**config.mk**
```make
export PLATFORM = sky130hd
export DESIGN_NAME = riscv_mem_arbiter
export DESIGN_NICKNAME = d
export VERILOG_FILES = /design/src/rtl/riscv_mem_arbiter.sv
export SDC_FILE = /design/constraint.sdc
export NUM_CORES = 1
export LEC_CHECK = 0
export ABC_AREA = 1
export CORE_AREA = 2 2 233 235
export DETAILED_ROUTE_END_ITERATION = 12
export DIE_AREA = 0 0 235 237
export SKIP_LAST_GASP = 1
export SLEW_MARGIN = 20
export SYNTH_ARGS = -nofsm -noshare
export SYNTH_HDL_FRONTEND = slang
export SYNTH_SLANG_ARGS = --single-unit
export TNS_END_PERCENT = 10
```
**constraint.sdc**
```tcl
create_clock -name i_riscv_arb_clk -period 1.6 [get_ports i_riscv_arb_clk]
set_input_delay 0.24 -clock i_riscv_arb_clk [delete_from_list [all_inputs] [get_ports i_riscv_arb_clk]]
set_output_delay 0.24 -clock i_riscv_arb_clk [all_outputs]
set_load 0.01 [all_outputs]
```
**src/rtl/riscv_mem_arbiter.sv**
```systemverilog
// riscv_mem_arbiter: round-robin share of one memory port between dcache and icache block transfers.
module riscv_mem_arbiter #(
  parameter int DATA_WIDTH = 128,
  parameter int S_ADDR     = 23
) (
  input  logic                  i_riscv_arb_clk,
  input  logic                  i_riscv_arb_rst_n,
  input  logic                  i_riscv_arb_dc_rden,
  input  logic                  i_riscv_arb_dc_wren,
  input  logic [S_ADDR-1:0]     i_riscv_arb_dc_addr,
  input  logic [DATA_WIDTH-1:0] i_riscv_arb_dc_wdata,
  output logic                  o_riscv_arb_dc_ready,
  input  logic                  i_riscv_arb_ic_rden,
  input  logic [S_ADDR-1:0]     i_riscv_arb_ic_addr,
  output logic                  o_riscv_arb_ic_ready,
  output logic [DATA_WIDTH-1:0] o_riscv_arb_rdata,
  output logic                  o_riscv_arb_mem_rden,
  output logic                  o_riscv_arb_mem_wren,
  output logic [S_ADDR-1:0]     o_riscv_arb_mem_addr,
  output logic [DATA_WIDTH-1:0] o_riscv_arb_mem_wdata,
  input  logic                  i_riscv_arb_mem_ready,
  input  logic [DATA_WIDTH-1:0] i_riscv_arb_mem_rdata
);
  localparam logic [1:0] IDLE    = 2'd0;
  localparam logic [1:0] DC_XFER = 2'd1;
  localparam logic [1:0] IC_XFER = 2'd2;
  logic [1:0]            state;
  logic                  last_ic;
  logic                  cmd_rd;
  logic                  cmd_wr;
  logic [S_ADDR-1:0]     cmd_addr;
  logic [DATA_WIDTH-1:0] cmd_wdata;
  logic                  dc_req;
  logic                  grant_ic;
  logic                  grant_dc;
  assign dc_req   = i_riscv_arb_dc_rden | i_riscv_arb_dc_wren;
  // last_ic=0 means the dcache went last, so the icache takes a tie
  assign grant_ic = (state == IDLE) & i_riscv_arb_ic_rden & (~dc_req | ~last_ic);
  assign grant_dc = (state == IDLE) & dc_req & ~grant_ic;
  always_ff @(posedge i_riscv_arb_clk or negedge i_riscv_arb_rst_n) begin
    if (!i_riscv_arb_rst_n) begin
      state     <= IDLE;
      last_ic   <= 1'b0;
      cmd_rd    <= 1'b0;
      cmd_wr    <= 1'b0;
      cmd_addr  <= '0;
      cmd_wdata <= '0;
    end else if (state == IDLE) begin
      if (grant_ic | grant_dc) begin
        state     <= grant_ic ? IC_XFER : DC_XFER;
        last_ic   <= grant_ic;
        cmd_rd    <= grant_ic | (i_riscv_arb_dc_rden & ~i_riscv_arb_dc_wren);
        cmd_wr    <= grant_dc & i_riscv_arb_dc_wren;
        cmd_addr  <= grant_ic ? i_riscv_arb_ic_addr : i_riscv_arb_dc_addr;
        cmd_wdata <= grant_ic ? '0 : i_riscv_arb_dc_wdata;
      end
    end else if (i_riscv_arb_mem_ready) begin
      state     <= IDLE;
      cmd_rd    <= 1'b0;
      cmd_wr    <= 1'b0;
      cmd_addr  <= '0;
      cmd_wdata <= '0;
    end
  end
  assign o_riscv_arb_mem_rden  = cmd_rd;
  assign o_riscv_arb_mem_wren  = cmd_wr;
  assign o_riscv_arb_mem_addr  = cmd_addr;
  assign o_riscv_arb_mem_wdata = cmd_wdata;
  assign o_riscv_arb_dc_ready  = (state == DC_XFER) & i_riscv_arb_mem_ready;
  assign o_riscv_arb_ic_ready  = (state == IC_XFER) & i_riscv_arb_mem_ready;
  assign o_riscv_arb_rdata     = i_riscv_arb_mem_rdata;
endmodule

```
# After elaboration in Yosys (flattened, before gate mapping)
# Index checks and enable logic that the tools add are counted.
[classes]
add_sub_neg = 0
mul = 0
div = 0
n_lt_le_gt_ge = 0
n_eq_ne = 3
shifts = 0
muxes = 17
bitwise_logic = 16
reduce_logical = 4
[op_table]
columns = ["op", "count"]
rows = [
  ["$mux 128", 4],
  ["$mux 23", 4],
  ["$and 1x1->1", 8],
  ["$mux 2", 4],
  ["$mux 1", 5],
  ["$not 1->1", 4],
  ["$or 1x1->1", 4],
  ["$reduce_and 2->1", 2],
  ["$eq 2x1->1 const B", 1],
  ["$eq 2x2->1 const B", 1],
  ["$logic_not 2->1", 1],
  ["$ne 2x1->1 const B", 1],
  ["$reduce_bool 2->1", 1],
]
[totals]
register_bits = 156
latchBits = 0
mem_bits_rw = 0
mem_bits_ro = 0
in_bits = 308
output_inout_bits = 283
wordCells = 46
memories = 0

# Longest topological paths before layout
# Gate-level depths: netlist of the first run.
[logic_depth]
depth_word = 9
mapped_depth = 9

# Worst setup path after synthesis of the first run
# Ideal clock, no wire load.
[synth_path]
path_kind = "flip-flop to flip-flop"
start = "register state[1]"
end = "register cmd_wdata[100] (netlist: o_riscv_arb_mem_wdata[100])"
arrival_time_ns = 1.148
required_time_ns = 1.483
slack_ns = 0.334
path_stages_with_launch = 9
n_path_buf = 2
path_cell_list = "dfrtp_1 -> nor2_2 -> nand2_1 -> inv_2 -> nand2_4 -> buf_6 -> buf_6 -> nand3_1 -> nand2_1"
[synth_via]
elab_chain_len = 8
word_cells_on_any_way = 13
cone_classes = "eq/ne (1); mux (3); bitwise (6); reduce/logical (3)"
[synth_lines]
columns = ["item", "line", "rtl"]
rows = [
  ["from (decl)", "27", "logic [1:0] state;"],
  ["from (signal assigned)", "50", "state <= grant_ic ? IC_XFER : DC_XFER;"],
  ["$logic_not 2->1 (*)", "38, 39, 48", ""],
  ["$and 1x1->1 (2 in series)", "38", "assign grant_ic = (state == IDLE) & i_riscv_arb_ic_rden & (~dc_req | ~last_ic);"],
  ["$not 1->1", "39", "assign grant_dc = (state == IDLE) & dc_req & ~grant_ic;"],
  ["$and 1x1->1", "39", ""],
  ["$or 1x1->1", "49", "if (grant_ic | grant_dc) begin"],
  ["$ne 2x1->1 (no source line)", "n/a", ""],
  ["$reduce_and 2->1 (no source line)", "n/a", ""],
  ["to (signal assigned)", "55", "cmd_wdata <= grant_ic ? '0 : i_riscv_arb_dc_wdata;"],
  ["to (decl)", "32", "logic [DATA_WIDTH-1:0] cmd_wdata;"],
]
# Mark *: on every way between the ends. The rest lies on a longest branch, timed or not. The select of a mux whose other input is x is not followed.
# A chain may end at the register's enable or synchronous reset.

# Worst setup path in the final report of the first run
[layout_path]
start = "register cmd_wdata[19] (netlist: o_riscv_arb_mem_wdata[19])"
end = "output port o_riscv_arb_mem_wdata[19]"
[layout_lines]
columns = ["item", "line", "rtl"]
rows = [
  ["to (decl)", "20", "output logic [DATA_WIDTH-1:0] o_riscv_arb_mem_wdata,"],
]
# No word-level cell between the ends.

==> out/qor.yml, run 1 <==
status:
  status: "complete, but fails checks"
  violations: "setup timing"
critical_path:
  slowest_stage: "clkdlybuf4s50_1"
  path_class: "reg2out"
  crit_path_end_kind: "output port"
  start_kind: "flip-flop"
  crit_path_max_fanout: 2
  cp_data_required_time_ns: 1.36
  crit_end: "o_riscv_arb_mem_wdata[19]"
  setup.worst_path.start: "o_riscv_arb_mem_wdata[19]"
  cp_cell_sequence: "clkdlybuf4s50_1"
  path_depth: 1
  r2r_end: "o_riscv_arb_mem_addr[11]"
  crit_arrival_ns: 1.40
  rrSetupSlack_ns: 0.01
  cp_num_buf_inv: 1
  ff2ff_path_depth: 9
  path_delay_family: "buffers and inverters"
  critPathMaxStageDelay_ns: 0.58
  r2r-start: "state[0]"
global_route:
  grt_start_max_net_pins: 60
  grt_pass1_vias: 7406
  grtUsageTotal_pct: 10.44
  antenna_found_initial: 6
  overflow: 0
  grt_pass1_wl_mm: 43.70
logic_synthesis:
  post-synth-top-area-cell: "dfrtp_1"
  ys_seq_elements: 156
  yosysSeqAreaShare_pct: 49.98
  netlist_area_um2: 7810
  synth_cell_types: 17
  syn_inst: 917
  synth_fp_nets: 1225
  synth.avg_cell_area_um2: 8.517
  yosys.area.top_type_share_pct: 49.98
  yosysWarnings: 0
  synthTopCellsByArea: "dfrtp_1 (50%), nand3_1 (20%), buf_4 (13%), nand2_1 (9.2%), buf_2 (2.9%)"
finish:
  post-route-util_pct: 22.52
  seqCellArea_um2: 3904
  fin_cells: 1838
  nets: 1436
  area_growth_syn_to_layout_pct: 53.64
  drive_gt1_share_pct: 8.589
  nFillCells: 5781
  multi_input_area_um2: 2434
power:
  worst_ir_drop_vdd_mv: 0.7312
  p_leak_nw: 5.618
  powerDensity_nw_per_um2: 1935
drt:
  drt_first_pass_iters: 5
  ant_nets: 0
  wl_per_cell_um: 16.23
  drt_iter0_markers: 256
  drc: 0
  via_count: 7139
  drt-total-wl_mm: 29.83
  vias_per_cell: 3.884
sta:
  finalCritPeriodShare_pct: 102.3
  rsz0062_at_grt: "true"
  fin_ws_ns: -0.03693
  timing.fmax_mhz: 610.9
  min_period_ns: 1.637
  skew_ns: 0.009005
  setup_violations: 70
  hold_viol: 0
  maxSlewHeadroom_pct: 72.61
  worst_pin_slew_ns: 0.4109
  drv_slew: 0
floorplan:
  dieArea_um2: 55700
  die_h_um: 237
  fp.dieW_um: 235
  initial_core_util_pct: 14.66
  coreArea_um2: 53280
  num_io_pins: 591
  std_cell_rows: 85
run:
  cap_violations: 0
clock_tree:
  clock-sinks: 156
  htreeDepth: 4
  tritoncts: "yes"
  clock_latency_ns: 0.46
  cts_buffers: 17
  clkTransAtPathRegs_ns: 0.06
  clockBufferDepth: 2
  root_buffer: "clkbuf_16"
hold_path:
  holdCritPathClass: "in2async"
placement:
  place_ws_ns: -0.1945
  dp_hpwl_mm: 21.60
  gp_congestion: 0.7643
  io_buffers: 334
  post-place-cells: 1797
layer usage:
layer,global-route usage [%],wire length (µm),up-vias
li1,-,-,3288
met1,10.86,11230,3423
met2,17.43,14670,336
met3,4.850,2764,82
met4,5.811,1101,10
met5,0,63,-
worst min path at each step:
stage                      start                         to  slack [ns]  depth (start not counted)
2_1_floorplan  i_riscv_arb_rst_n                    last_ic       -0.06                          0
3_3_place_gp   i_riscv_arb_rst_n  o_riscv_arb_mem_wdata[62]        0.19                          1
3_5_place_dp   i_riscv_arb_rst_n   o_riscv_arb_mem_addr[11]        0.19                          1
4_1_cts        i_riscv_arb_rst_n   o_riscv_arb_mem_addr[11]        0.22                          2
5_1_grt        i_riscv_arb_rst_n  o_riscv_arb_mem_wdata[62]        0.25                          2
6_report       i_riscv_arb_rst_n  o_riscv_arb_mem_wdata[62]        0.26                          2
layout make-up:
type,instances,area share [%]
Antenna cell,1,0.02086
Timing Repair Buffer,387,33.44
Multi-Input combinational cell,524,20.28
Tap cell,696,7.258
Sequential cell,156,32.53
Clock buffer,20,3.639
Clock inverter,12,1.429
Inverter,42,1.397
Yosys cell counts:
library cell and instances:
buf_4 131, inv_2 6, nand3_1 309, buf_6 10
nand2_4 1, buf_2 45, inv_1 36, buf_1 2
nor2_1 1, o21ai_0 13, nand2_1 192, nand2_2 4
dfrtp_1 156, clkbuf_1 7, nor2_2 1, a21oi_1 1
nor3_1 2
sequential cells by signal, summed over array words and instances, names as in the netlist:
register	cells
o_riscv_arb_mem_wdata	128
o_riscv_arb_mem_addr	23
state	2
last_ic	1
o_riscv_arb_mem_rden	1
o_riscv_arb_mem_wren	1
repair_timing:
action	CTS	global route
pin swaps	0	0
endpoints found under the hold margin	29	0
setup endpoints to repair	197	278
gates cloned	0	2
buffers inserted	2	3
hold buffers	1	0
resized for setup	22	9
cells in the final DEF, fill, tap and decap left out, drive strengths merged:
cell	Yosys	layout
dlygate4sd2	0	18
clkdlybuf4s50	0	313
nand2	197	197
inv	42	42
dfrtp	156	156
a21oi	1	1
nand3	309	309
diode	0	1
clkbuf	7	22
buf	188	52
clkinvlp	0	3
dlymetal6s2s	0	1
clkinv	0	5
bufinv	0	4
o21ai	13	13
dlygate4sd3	0	1
nor2	2	2
nor3	2	2
report_power, final:
| part | switching [W] | internal, W | total, W |
|---|---|---|---|
| Sequential | 0.00117 | 0.00586 | 0.00702 |
| Combinational | 0.00609 | 0.00579 | 0.0119 |
| Clock | 0.00172 | 0.00259 | 0.00432 |
| Total | 0.00898 | 0.0142 | 0.0232 |
cells by family after synthesis:
kind of cell	count (synthesis)	synth area share (%)
buf+inv	237	19.37
compound gates	14	0.8971
flops	156	49.98
simple gates	510	29.75
metrics by stage:
step | cell area [µm²] | hold WS [ns] | power (W) | TNS [ns]
2_1_floorplan | 7810 | -0.05559 | 0.01236 | 0
3_3_place_gp | 11280 | 0.1920 | 0.01882 | -16.96
3_5_place_dp | 11280 | 0.1896 | 0.01897 | -17.13
4_1_cts | 11890 | 0.2193 | 0.02337 | -19.68
5_1_grt | 12000 | 0.2535 | 0.02480 | -10.93
6_report | 12000 | 0.2643 | 0.02322 | -0.8001
(Power assumes the default switching activity.)
==> inputs of run 2 (changes only) <==
Settings changed: CAP_MARGIN set to 40, CORE_AREA 2 2 233 235 to 2 2 229 231, CTS_BUF_LIST set to sky130_fd_sc_hd__clkbuf_8, DIE_AREA 0 0 235 237 to 0 0 231 233, GPL_ROUTABILITY_DRIVEN set to 0.
==> run 2 against run 1 <==
Against the previous run:
- the flow still finishes with violations (setup timing)
- utilization grew 1.6 points
- combinational power grew 11%
- sequential cell count is the same
- first-iteration DRC count shrank 17%
- non-clock buffer count grew 36
- clock skew grew 0.0082 ns
- die area shrank 3.4%
- critical path type unchanged
- final area grew 2.8%
- sequential share of layout area shrank 0.88 points
==> out/qor.yml, run 2 (same netlist as run 1, synthesis figures left out) <==
clock_tree:
  clockBufferDepth: 2  # unchanged
  clkTransAtPathRegs_ns: 0.10  # +0.04 ns
  tritoncts: "yes"
  clock-sinks: 156  # unchanged
  cts_buffers: 17  # unchanged
  root_buffer: "clkbuf_8"
  htreeDepth: 4  # unchanged
  clock_latency_ns: 0.55  # +0.09 ns
sta:
  worst_pin_slew_ns: 0.4811  # +0.07021 ns
  setup_violations: 255  # +260%
  finalCritPeriodShare_pct: 108.8  # +6.5 points
  min_period_ns: 1.741  # +0.1037 ns
  hold_viol: 0  # unchanged
  drv_slew: 0  # unchanged
  maxSlewHeadroom_pct: 67.92  # -4.7 points
  skew_ns: 0.01717  # +0.008161 ns
  timing.fmax_mhz: 574.5  # -6.0%
  fin_ws_ns: -0.1407  # -0.1037 ns
  rsz0062_at_grt: "true"
global_route:
  overflow: 0  # unchanged
  antenna_found_initial: 1  # -5
  grt_start_max_net_pins: 73  # +22%
  grtUsageTotal_pct: 11.30  # +0.86 points
  grt_pass1_wl_mm: 44.68  # +2.3%
  grt_pass1_vias: 7638  # +3.1%
power:
  powerDensity_nw_per_um2: 1882  # -2.8%
  p_leak_nw: 5.983  # +6.5%
  worst_ir_drop_vdd_mv: 0.9335  # +28%
  power_w: 0.02321  # about the same
drt:
  ant_nets: 0  # unchanged
  wl_met3_mm: 2.784  # +0.72%
  drt_first_pass_iters: 6  # +1
  via_count: 7241  # +1.4%
  drt_iter0_markers: 213  # -17%
  drt-total-wl_mm: 32.42  # +8.7%
  wirelength_met1_mm: 12.26  # +9.2%
  wl_per_cell_um: 17.44  # +7.5%
  met2WireLength_mm: 15.73  # +7.2%
  top_layer_used: "met4"
  vias_per_cell: 3.895  # +0.28%
  drc: 0  # unchanged
floorplan:
  fp.dieW_um: 231  # -1.7%
  coreArea_um2: 51090  # -4.1%
  initial_core_util_pct: 15.29  # +0.63 points
  std_cell_rows: 83  # -2.4%
  num_io_pins: 591  # unchanged
  die_h_um: 233  # -1.7%
  dieArea_um2: 53820  # -3.4%
finish:
  multi_input_area_um2: 2586  # +6.3%
  area_growth_syn_to_layout_pct: 57.96
  finalInstanceArea_um2: 12340  # +2.8%
  post-route-util_pct: 24.15  # +1.6 points
  seqCellArea_um2: 3905  # about the same
  largest_reg_flops: 128  # unchanged
  nFillCells: 5598  # -3.2%
  nets: 1474  # +2.6%
  drive_gt1_share_pct: 13.84  # +5.2 points
  mostFrequentLayoutCell: "nand3_1"
  final_cell_mix: "nand3_1 (302), clkdlybuf4s50_1 (301), nand2_1 (177)"
placement:
  placed_area_um2: 11430  # +1.4%
  io_buffers: 334  # unchanged
  dp_hpwl_mm: 22.91  # +6.1%
  place_ws_ns: -0.2098  # -0.01528 ns
critical_path:
  rrSetupSlack_ns: -0.11  # -0.12 ns
  crit_path_end_kind: "output port"
  cp_data_required_time_ns: 1.36  # about the same
  path_depth: 1  # unchanged
  cp_num_buf_inv: 1  # unchanged
  path_delay_family: "buffers and inverters"
  crit_path_max_fanout: 2  # unchanged
  critPathMaxStageDelay_ns: 0.59  # about the same
  r2r-start: "state[0]"
  start_kind: "flip-flop"
  setup.worst_path.start: "o_riscv_arb_mem_addr[0]"
  cp_cell_sequence: "clkdlybuf4s50_1"
  ff2ff_path_depth: 8  # -1
  slowest_stage: "clkdlybuf4s50_1"
  path_class: "reg2out"
  crit_arrival_ns: 1.50  # +0.10 ns
status:
  status: "complete, but fails checks"
  violations: "setup timing"
hold_path:
  holdCritPathClass: "in2async"
run:
  cap_violations: 0  # unchanged
## run 2: cell count changes in the layout (fill, tap and decap cells not counted), moves of 12 or more
cell	change
buf_4	+26
clkbuf_16	-12
clkbuf_8	+19
clkdlybuf4s50_1	-12
dlygate4sd2_1	-12
dlymetal6s2s_1	+15
nand2_1	-13
## run 2: worst paths after layout
check                                           endpoint
max reg2reg                    o_riscv_arb_mem_wdata[47]
min                           o_riscv_arb_mem_wdata[107]
min in group i_riscv_arb_clk  o_riscv_arb_mem_wdata[114]
max in group asynchronous      o_riscv_arb_mem_wdata[36]
max                              o_riscv_arb_mem_addr[0]
min reg2reg                   o_riscv_arb_mem_wdata[120]
## run 2: repair_timing
| action | in CTS | in global routing |
|---|---|---|
| buffers inserted | 4 | 3 |
| endpoints found under the setup margin | 163 | 295 |
| pin swaps | 0 | 12 |
| cloned | 0 | 10 |
| hold buffers | 1 | 0 |
| resized for setup | 32 | 77 |
| endpoints found under the hold margin | 151 | 0 |
## run 2: final cells by class
cell class	instances	share of cell area (%)
Timing Repair Buffer	423	35.98
Timing Repair inverter	1	0.1318
Clock inverter	12	0.8114
Multi-Input combinational cell	525	20.96
Clock buffer	19	2.120
Antenna cell	1	0.02028
Tap cell	680	6.897
Inverter	42	1.420
Sequential cell	156	31.65
## run 2: report_power, final
group	total [W]	internal, W	leakage [nW]	switching [W]
Clock	0.00295	0.00128	0.182	0.00167
Combinational	0.0132	0.00657	3.78	0.00664
Sequential	0.00706	0.00585	2.02	0.00121
Total	0.0232	0.0137	5.98	0.00952
## run 2: through the flow
| step | TNS [ns] | std cells | hold WS (ns) |
|---|---|---|---|
| after global placement | -14.29 | 1809 | 0.2240 |
| after floorplan | 0 | 917 | -0.05559 |
| after detailed placement | -19.10 | 1809 | 0.2209 |
| after global routing | -40.24 | 1858 | 0.1660 |
| after CTS | -32.04 | 1845 | 0.1284 |
| final | -16.00 | 1859 | 0.1988 |
## run 2: routing by layer
layer | vias to the layer above | track usage (%)
met1 | 3456 | 11.77
li1 | 3370 | -
met2 | 334 | 18.66
met5 | - | 0
met3 | 81 | 4.792
met4 | 0 | 7.419
